==> src/rtl/mem_bus_arbiter_if.sv <==
// Core-side (IF, LSU) and memory-side signals of mem_bus_arbiter.
// Every *_req channel transfers on a rising edge where valid and ready are both high. The sender holds
// valid and its fields until then and may drop valid earlier. Every *_rsp_valid is a one-cycle pulse.
interface mem_bus_arbiter_if #(
    parameter int ADDR_W = 32,
    parameter int DATA_W = 64
);
    localparam int MASK_W = DATA_W / 8;

    logic              if_req_valid;
    logic [ADDR_W-1:0] if_req_addr;
    logic              if_req_ready;
    logic              if_rsp_valid;
    logic [DATA_W-1:0] if_rsp_data;

    logic              lsu_req_valid;
    logic              lsu_req_we;
    logic [ADDR_W-1:0] lsu_req_addr;
    logic [DATA_W-1:0] lsu_req_wdata;
    logic [MASK_W-1:0] lsu_req_wmask;
    logic              lsu_req_ready;
    logic              lsu_rsp_valid;
    logic [DATA_W-1:0] lsu_rsp_data;

    logic              mem_req_valid;
    logic              mem_req_ready;
    logic              mem_req_we;
    logic [ADDR_W-1:0] mem_req_addr;
    logic [DATA_W-1:0] mem_req_wdata;
    logic [MASK_W-1:0] mem_req_wmask;
    logic              mem_rsp_valid;
    logic [DATA_W-1:0] mem_rsp_data;

    modport slave (
        input  if_req_valid, if_req_addr,
        output if_req_ready, if_rsp_valid, if_rsp_data,
        input  lsu_req_valid, lsu_req_we, lsu_req_addr, lsu_req_wdata, lsu_req_wmask,
        output lsu_req_ready, lsu_rsp_valid, lsu_rsp_data,
        output mem_req_valid, mem_req_we, mem_req_addr, mem_req_wdata, mem_req_wmask,
        input  mem_req_ready, mem_rsp_valid, mem_rsp_data
    );

    modport master (
        output if_req_valid, if_req_addr,
        input  if_req_ready, if_rsp_valid, if_rsp_data,
        output lsu_req_valid, lsu_req_we, lsu_req_addr, lsu_req_wdata, lsu_req_wmask,
        input  lsu_req_ready, lsu_rsp_valid, lsu_rsp_data,
        input  mem_req_valid, mem_req_we, mem_req_addr, mem_req_wdata, mem_req_wmask,
        output mem_req_ready, mem_rsp_valid, mem_rsp_data
    );
endinterface

==> src/rtl/mem_bus_arbiter.sv <==
// Shares one memory port between IF and LSU, with one transaction outstanding at a time.
// Define MEM_BUS_ARB_RR_EN for round-robin tie-breaking. Without it, the LSU has fixed priority.
module mem_bus_arbiter #(
    parameter int ADDR_W      = 32,
    parameter int DATA_W      = 64,
    parameter int TIMEOUT_CYC = 255
) (
    input  logic             clk,
    input  logic             rst,
    mem_bus_arbiter_if.slave bus,
    output logic             busy,
    output logic             owner,
    output logic             err_timeout,
    output logic             err_spurious,
    output logic [1:0]       state_dbg
);
    localparam int         MASK_W   = DATA_W / 8;
    localparam logic [7:0] CNT_LAST = 8'(TIMEOUT_CYC - 1);

    typedef enum logic [1:0] {
        IDLE  = 2'd0,
        ISSUE = 2'd1,
        WAIT  = 2'd2
    } state_t;

    state_t            state, next_state;
    logic              grant_if, grant_lsu;
    logic              accept, issue_fire, rsp_done, timeout_hit;
    logic [7:0]        wait_cnt;
    logic              req_we;
    logic [ADDR_W-1:0] req_addr;
    logic [DATA_W-1:0] req_wdata;
    logic [MASK_W-1:0] req_mask;
    logic              owner_r;
    logic              if_rsp_valid_r, lsu_rsp_valid_r;
    logic [DATA_W-1:0] rsp_data_r;

`ifdef MEM_BUS_ARB_RR_EN
    logic last_owner;

    // On a tie, the requester that did not win last time gets the grant.
    always_comb begin
        grant_lsu = bus.lsu_req_valid && (!bus.if_req_valid || !last_owner);
        grant_if  = bus.if_req_valid && !grant_lsu;
    end

    always_ff @(posedge clk or posedge rst) begin
        if (rst)         last_owner <= 1'b1;
        else if (accept) last_owner <= grant_lsu;
    end
`else
    assign grant_lsu = bus.lsu_req_valid;
    assign grant_if  = bus.if_req_valid && !bus.lsu_req_valid;
`endif

    assign accept      = (state == IDLE) && (grant_if || grant_lsu);
    assign issue_fire  = (state == ISSUE) && bus.mem_req_ready;
    assign rsp_done    = (state == WAIT) && bus.mem_rsp_valid;
    assign timeout_hit = (state == WAIT) && !bus.mem_rsp_valid && (wait_cnt == CNT_LAST);

    always_ff @(posedge clk or posedge rst) begin
        if (rst) state <= IDLE;
        else     state <= next_state;
    end

    always_comb begin
        next_state = state;
        case (state)
            IDLE:    if (accept) next_state = ISSUE;
            ISSUE:   if (bus.mem_req_ready) next_state = WAIT;
            WAIT:    if (rsp_done || timeout_hit) next_state = IDLE;
            default: next_state = IDLE;
        endcase
    end

    // Readies are held low while reset is asserted, even if a requester is already valid.
    assign bus.if_req_ready  = (state == IDLE) && grant_if && !rst;
    assign bus.lsu_req_ready = (state == IDLE) && grant_lsu && !rst;
    assign bus.mem_req_valid = (state == ISSUE);
    assign bus.mem_req_we    = req_we;
    assign bus.mem_req_addr  = req_addr;
    assign bus.mem_req_wdata = req_wdata;
    assign bus.mem_req_wmask = req_mask;
    assign bus.if_rsp_valid  = if_rsp_valid_r;
    assign bus.if_rsp_data   = rsp_data_r;
    assign bus.lsu_rsp_valid = lsu_rsp_valid_r;
    assign bus.lsu_rsp_data  = rsp_data_r;
    assign busy              = (state != IDLE);
    assign owner             = owner_r;
    assign state_dbg         = state;

    always_ff @(posedge clk or posedge rst) begin
        if (rst) begin
            req_we          <= 1'b0;
            req_addr        <= '0;
            req_wdata       <= '0;
            req_mask        <= '0;
            owner_r         <= 1'b0;
            wait_cnt        <= 8'd0;
            if_rsp_valid_r  <= 1'b0;
            lsu_rsp_valid_r <= 1'b0;
            rsp_data_r      <= '0;
            err_timeout     <= 1'b0;
            err_spurious    <= 1'b0;
        end else begin
            if_rsp_valid_r  <= 1'b0;
            lsu_rsp_valid_r <= 1'b0;
            err_timeout     <= 1'b0;

            if (accept) begin
                owner_r <= grant_lsu;
                if (grant_lsu) begin
                    req_we    <= bus.lsu_req_we;
                    req_addr  <= bus.lsu_req_addr;
                    req_wdata <= bus.lsu_req_wdata;
                    req_mask  <= bus.lsu_req_wmask;
                end else begin
                    req_we    <= 1'b0;
                    req_addr  <= bus.if_req_addr;
                    req_wdata <= '0;
                    req_mask  <= '1;
                end
            end

            if (issue_fire)           wait_cnt <= 8'd0;
            else if (state == WAIT)   wait_cnt <= wait_cnt + 8'd1;

            // A timeout completes like a response carrying zero data.
            if (rsp_done || timeout_hit) begin
                rsp_data_r      <= (rsp_done && !req_we) ? bus.mem_rsp_data : '0;
                if_rsp_valid_r  <= !owner_r;
                lsu_rsp_valid_r <= owner_r;
            end
            if (timeout_hit) err_timeout <= 1'b1;

            if (bus.mem_rsp_valid && (state != WAIT)) err_spurious <= 1'b1;
        end
    end
endmodule

==> src/flat_wrapper.sv <==
// flat-port wrapper written by rule: the top's interface ports become plain ports
module mem_bus_arbiter_flat 
#(
    parameter int ADDR_W      = 32,
    parameter int DATA_W      = 64,
    parameter int TIMEOUT_CYC = 255
)
  (clk, rst, busy, owner, err_timeout, err_spurious, state_dbg, bus_if_req_valid, bus_if_req_addr, bus_if_req_ready, bus_if_rsp_valid, bus_if_rsp_data, bus_lsu_req_valid, bus_lsu_req_we, bus_lsu_req_addr, bus_lsu_req_wdata, bus_lsu_req_wmask, bus_lsu_req_ready, bus_lsu_rsp_valid, bus_lsu_rsp_data, bus_mem_req_valid, bus_mem_req_we, bus_mem_req_addr, bus_mem_req_wdata, bus_mem_req_wmask, bus_mem_req_ready, bus_mem_rsp_valid, bus_mem_rsp_data);
  mem_bus_arbiter_if #(.ADDR_W(ADDR_W), .DATA_W(DATA_W)) bus_i ();
  input  logic clk;
  input  logic rst;
  output logic busy;
  output logic owner;
  output logic err_timeout;
  output logic err_spurious;
  output logic [1:0] state_dbg;
  input wire logic [$bits(bus_i.if_req_valid)-1:0] bus_if_req_valid;
  input wire logic [$bits(bus_i.if_req_addr)-1:0] bus_if_req_addr;
  output wire logic [$bits(bus_i.if_req_ready)-1:0] bus_if_req_ready;
  output wire logic [$bits(bus_i.if_rsp_valid)-1:0] bus_if_rsp_valid;
  output wire logic [$bits(bus_i.if_rsp_data)-1:0] bus_if_rsp_data;
  input wire logic [$bits(bus_i.lsu_req_valid)-1:0] bus_lsu_req_valid;
  input wire logic [$bits(bus_i.lsu_req_we)-1:0] bus_lsu_req_we;
  input wire logic [$bits(bus_i.lsu_req_addr)-1:0] bus_lsu_req_addr;
  input wire logic [$bits(bus_i.lsu_req_wdata)-1:0] bus_lsu_req_wdata;
  input wire logic [$bits(bus_i.lsu_req_wmask)-1:0] bus_lsu_req_wmask;
  output wire logic [$bits(bus_i.lsu_req_ready)-1:0] bus_lsu_req_ready;
  output wire logic [$bits(bus_i.lsu_rsp_valid)-1:0] bus_lsu_rsp_valid;
  output wire logic [$bits(bus_i.lsu_rsp_data)-1:0] bus_lsu_rsp_data;
  output wire logic [$bits(bus_i.mem_req_valid)-1:0] bus_mem_req_valid;
  output wire logic [$bits(bus_i.mem_req_we)-1:0] bus_mem_req_we;
  output wire logic [$bits(bus_i.mem_req_addr)-1:0] bus_mem_req_addr;
  output wire logic [$bits(bus_i.mem_req_wdata)-1:0] bus_mem_req_wdata;
  output wire logic [$bits(bus_i.mem_req_wmask)-1:0] bus_mem_req_wmask;
  input wire logic [$bits(bus_i.mem_req_ready)-1:0] bus_mem_req_ready;
  input wire logic [$bits(bus_i.mem_rsp_valid)-1:0] bus_mem_rsp_valid;
  input wire logic [$bits(bus_i.mem_rsp_data)-1:0] bus_mem_rsp_data;
  assign bus_i.if_req_valid = bus_if_req_valid;
  assign bus_i.if_req_addr = bus_if_req_addr;
  assign bus_if_req_ready = bus_i.if_req_ready;
  assign bus_if_rsp_valid = bus_i.if_rsp_valid;
  assign bus_if_rsp_data = bus_i.if_rsp_data;
  assign bus_i.lsu_req_valid = bus_lsu_req_valid;
  assign bus_i.lsu_req_we = bus_lsu_req_we;
  assign bus_i.lsu_req_addr = bus_lsu_req_addr;
  assign bus_i.lsu_req_wdata = bus_lsu_req_wdata;
  assign bus_i.lsu_req_wmask = bus_lsu_req_wmask;
  assign bus_lsu_req_ready = bus_i.lsu_req_ready;
  assign bus_lsu_rsp_valid = bus_i.lsu_rsp_valid;
  assign bus_lsu_rsp_data = bus_i.lsu_rsp_data;
  assign bus_mem_req_valid = bus_i.mem_req_valid;
  assign bus_mem_req_we = bus_i.mem_req_we;
  assign bus_mem_req_addr = bus_i.mem_req_addr;
  assign bus_mem_req_wdata = bus_i.mem_req_wdata;
  assign bus_mem_req_wmask = bus_i.mem_req_wmask;
  assign bus_i.mem_req_ready = bus_mem_req_ready;
  assign bus_i.mem_rsp_valid = bus_mem_rsp_valid;
  assign bus_i.mem_rsp_data = bus_mem_rsp_data;
  mem_bus_arbiter #(.ADDR_W(ADDR_W), .DATA_W(DATA_W), .TIMEOUT_CYC(TIMEOUT_CYC)) u_core (.clk(clk), .rst(rst), .bus(bus_i), .busy(busy), .owner(owner), .err_timeout(err_timeout), .err_spurious(err_spurious), .state_dbg(state_dbg));
endmodule
==> config.mk <==
export PLATFORM = sky130hd
export DESIGN_NAME = mem_bus_arbiter_flat
export DESIGN_NICKNAME = d
export VERILOG_FILES = /design/src/rtl/mem_bus_arbiter_if.sv /design/src/rtl/mem_bus_arbiter.sv /design/src/flat_wrapper.sv
export SDC_FILE = /design/constraint.sdc
export NUM_CORES = 1
export LEC_CHECK = 0
export BUFFER_PORTS_ARGS = -buffer_cell sky130_fd_sc_hd__buf_4
export CORE_AREA = 8 8 169 171
export DETAILED_ROUTE_END_ITERATION = 16
export DIE_AREA = 0 0 177 179
export GPL_TIMING_DRIVEN = 0
export SLEW_MARGIN = 10
export SYNTH_ARGS = -nofsm -noshare
export SYNTH_HDL_FRONTEND = slang
export SYNTH_SLANG_ARGS = --single-unit
==> constraint.sdc <==
create_clock -name clk -period 15.6 [get_ports clk]
set_input_delay 2.34 -clock clk [delete_from_list [all_inputs] [get_ports clk]]
set_output_delay 2.34 -clock clk [all_outputs]
set_load 0.005 [all_outputs]
==> reports/metrics.yaml <==
crit_fanout: 10
drv_cap: 0
drc: 0
worst_r2r_path_depth: 4
num-fill-cells: 2447
routedWlPerCell_um: 20.24
ant_nets: 0
startpoint: "bus_lsu_req_valid"
p_leak_nw: 6.468
grt_pass1_vias: 7610
hold_path.class: "reg -> reg"
slew_viol_final: 0
cts_buffers: 17
tritoncts: "done"
clock_skew_ns: 0.01429
slew_headroom_pct: 48.83
dr.pass1.iters: 4
routabilityCongestion: 0.7916
worstReg2RegStart: "u_core.state_dbg[1]$_DFFE_PP0P_"
status: "finished clean"
io_pins: 451
drive_gt1_share_pct: 54.58
syn_inst: 685
ys_seq_area_share_pct: 57.03
synth_flop_cell: "dfrtp_1"
worst-path-stages: 5
pwr_density_cell_nw_per_um2: 190.6
p_total_mw: 2.377
period_share_pct: 39.09
synth_area_per_cell_um2: 11.79
setup.worst_path.start_class: "input port"
ys_warn_count: 0
crit_arrival_ns: 3.76
viasPerCell: 4.678
cts.htree.levels: 4
finalHoldViolCount: 0
syn_nets: 894
placed_area_um2: 11900
syn_area_um2: 8074
setup_violations: 0
cts_root_buf: "clkbuf_16"
critical_path.cell_chain: "buf_2 > clkbuf_1 > nand2_1 > nor2_1 > buf_4"
antenna_found_initial: 3
final_nets: 1363
finalWirelength_mm: 30.47
critPathBufInv: 3
grt_max_degree: 96
clock_latency_ns: 0.43
post-route-min-period_ns: 6.098
die_height_um: 179
grt_pass1_wl_mm: 45.08
postSynth.asyncResetShare_pct: 100.0
timing.setup.tns_ns: 0
start_util_pct: 31.34
rsz0062_at_grt: "no"
cts_resized: 0
core_um2: 25760
crit_path_end_kind: "output port"
max_stage_delay_ns: 0.46
dp_hpwl_mm: 24.39
cts.sinks: 184
crit_end: "bus_lsu_req_ready"
die_x_um: 177
r2r-end: "u_core.bus.mem_req_wdata[1]$_DFFE_PP0P_"
vias: 7040
worst_pin_slew_ns: 0.7676
ff2ff_setup_slack_ns: 13.56
post_cts_buffers: 0
crit_type: "in -> out"
slowest_stage: "clkbuf_1"
crit_family: "buffers and inverters"
path_clk_slew_ns: 0.07
grt_util_met3_pct: 8.109
core.rowCount: 59
grtUsageMet1_pct: 20.41
holdWs_ns: 0.4660
use_met2_pct: 31.87
fmax_ghz: 0.1640
stdcell_area_um2: 12470
worstPathRequired_ns: 13.26
postCtsHoldBufs: 0
clockBufferDepth: 2
vdd.ir_drop.worst_mv: 0.08399
ys_ff_latch: 184
grt_usage_pct: 18.51
area_growth_pct: 54.49
synth_edf_count: 0
drt_iter0_drc: 478
busiest_layer: "met2"
grt_overflow_total: 0
die_area_um2: 31680
ys_types: 36
port_buffers: 449
-- cell usage after synthesis, types with 8 or more instances --
library cell	n	share of area (%)
dfrtp_1	184	57
a22o_1	65	7.1
buf_4	67	6.2
buf_2	21	1.3
nand2_1	72	3.3
o22a_1	8	0.87
clkbuf_1	24	1.1
inv_1	68	3.2
mux2_2	64	8.9
o32ai_1	64	6.9
-- flip-flops by register name, summed over array words and instances (netlist names) --
| name | cells |
|---|---|
| u_core.bus.if_rsp_data | 64 |
| u_core.bus.mem_req_wmask | 8 |
| u_core.bus.mem_req_addr | 32 |
| u_core.owner | 1 |
| u_core.bus.if_rsp_valid | 1 |
| u_core.err_spurious | 1 |
| u_core.bus.mem_req_we | 1 |
| u_core.err_timeout | 1 |
| u_core.state_dbg | 2 |
| u_core.bus.lsu_rsp_valid | 1 |
| u_core.bus.mem_req_wdata | 64 |
| u_core.wait_cnt | 8 |
-- worst min path at each step --
stage | from | endpoint | slack, ns | cells past startpoint
after floorplan | u_core.wait_cnt[6]$_DFFE_PP0P_ | u_core.wait_cnt[6]$_DFFE_PP0P_ | 0.45 | 1
after global placement | u_core.err_spurious$_DFFE_PP0P_ | u_core.err_spurious$_DFFE_PP0P_ | 0.44 | 1
after detailed placement | u_core.err_spurious$_DFFE_PP0P_ | u_core.err_spurious$_DFFE_PP0P_ | 0.45 | 1
after CTS | u_core.err_spurious$_DFFE_PP0P_ | u_core.err_spurious$_DFFE_PP0P_ | 0.47 | 1
after global routing | u_core.err_spurious$_DFFE_PP0P_ | u_core.err_spurious$_DFFE_PP0P_ | 0.49 | 1
final | u_core.err_spurious$_DFFE_PP0P_ | u_core.err_spurious$_DFFE_PP0P_ | 0.47 | 1
-- report_power, final --
group | switching, mW | internal [mW]
logic | 0.440 | 0.661
clock network | 0.206 | 0.216
registers | 0.166 | 0.688
-- layer usage --
metal	share of wire, %	up-vias	routed length (um)
met5	0	-	0
met4	1.4	0	433
met3	11	19	3280
met2	51	314	15520
met1	37	3394	11230
li1	-	3313	-
-- cells by family after synthesis --
logic type,Yosys count,share of synthesized area [%]
buffers and inverters,183,11.95
and+or+nand+nor,93,4.928
AOI/OAI and AO/OA,157,16.61
muxes,66,9.174
DFF,184,57.03
adders and majority gates,2,0.3099
-- cells in the final DEF, fill, tap and decap left out, types with 2 or more instances in the layout --
cell       count
clkinv_4       2
a21oi_1        2
clkbuf_1      24
o31ai_1        3
o21ai_0        3
inv_1         67
nand2_1       72
nand3_1        3
o21a_1         2
nor2_1         3
o22a_1         8
nand3b_1       2
and2_1         2
clkbuf_16     17
ha_1           2
clkinv_2       2
dfrtp_1      184
nor3_1         2
inv_6          7
buf_1          3
a22o_1        65
inv_8          3
mux2i_1        2
buf_2         21
o32ai_1       64
nand2b_1       3
buf_4        516
nand4_1        2
diode_2        3
a21o_1         3
mux2_2        64
-- area by class of cell --
cell class | count | area, um^2 | share of cell area, %
Antenna cell | 3 | 7.507 | 0.06019
Buffer | 115 | 709.4 | 5.688
Clock buffer | 18 | 439.2 | 3.521
Clock inverter | 14 | 127.6 | 1.023
Inverter | 68 | 262.8 | 2.107
Multi-Input combinational cell | 318 | 2505 | 20.08
Sequential cell | 184 | 4604 | 36.91
Tap cell | 335 | 419.2 | 3.360
Timing Repair Buffer | 450 | 3398 | 27.24
-- per-stage QoR --
step | setup WS [ns] | cells | util, %
floorplan | 8.260 | 685 | -
global placement | 5.841 | 1469 | 46.05
detailed placement | 9.481 | 1470 | 46.19
CTS | 9.476 | 1502 | 48.39
global route | 9.304 | 1504 | 48.40
finish | 9.502 | 1505 | 48.41
Power figures use the tool's default switching activity.
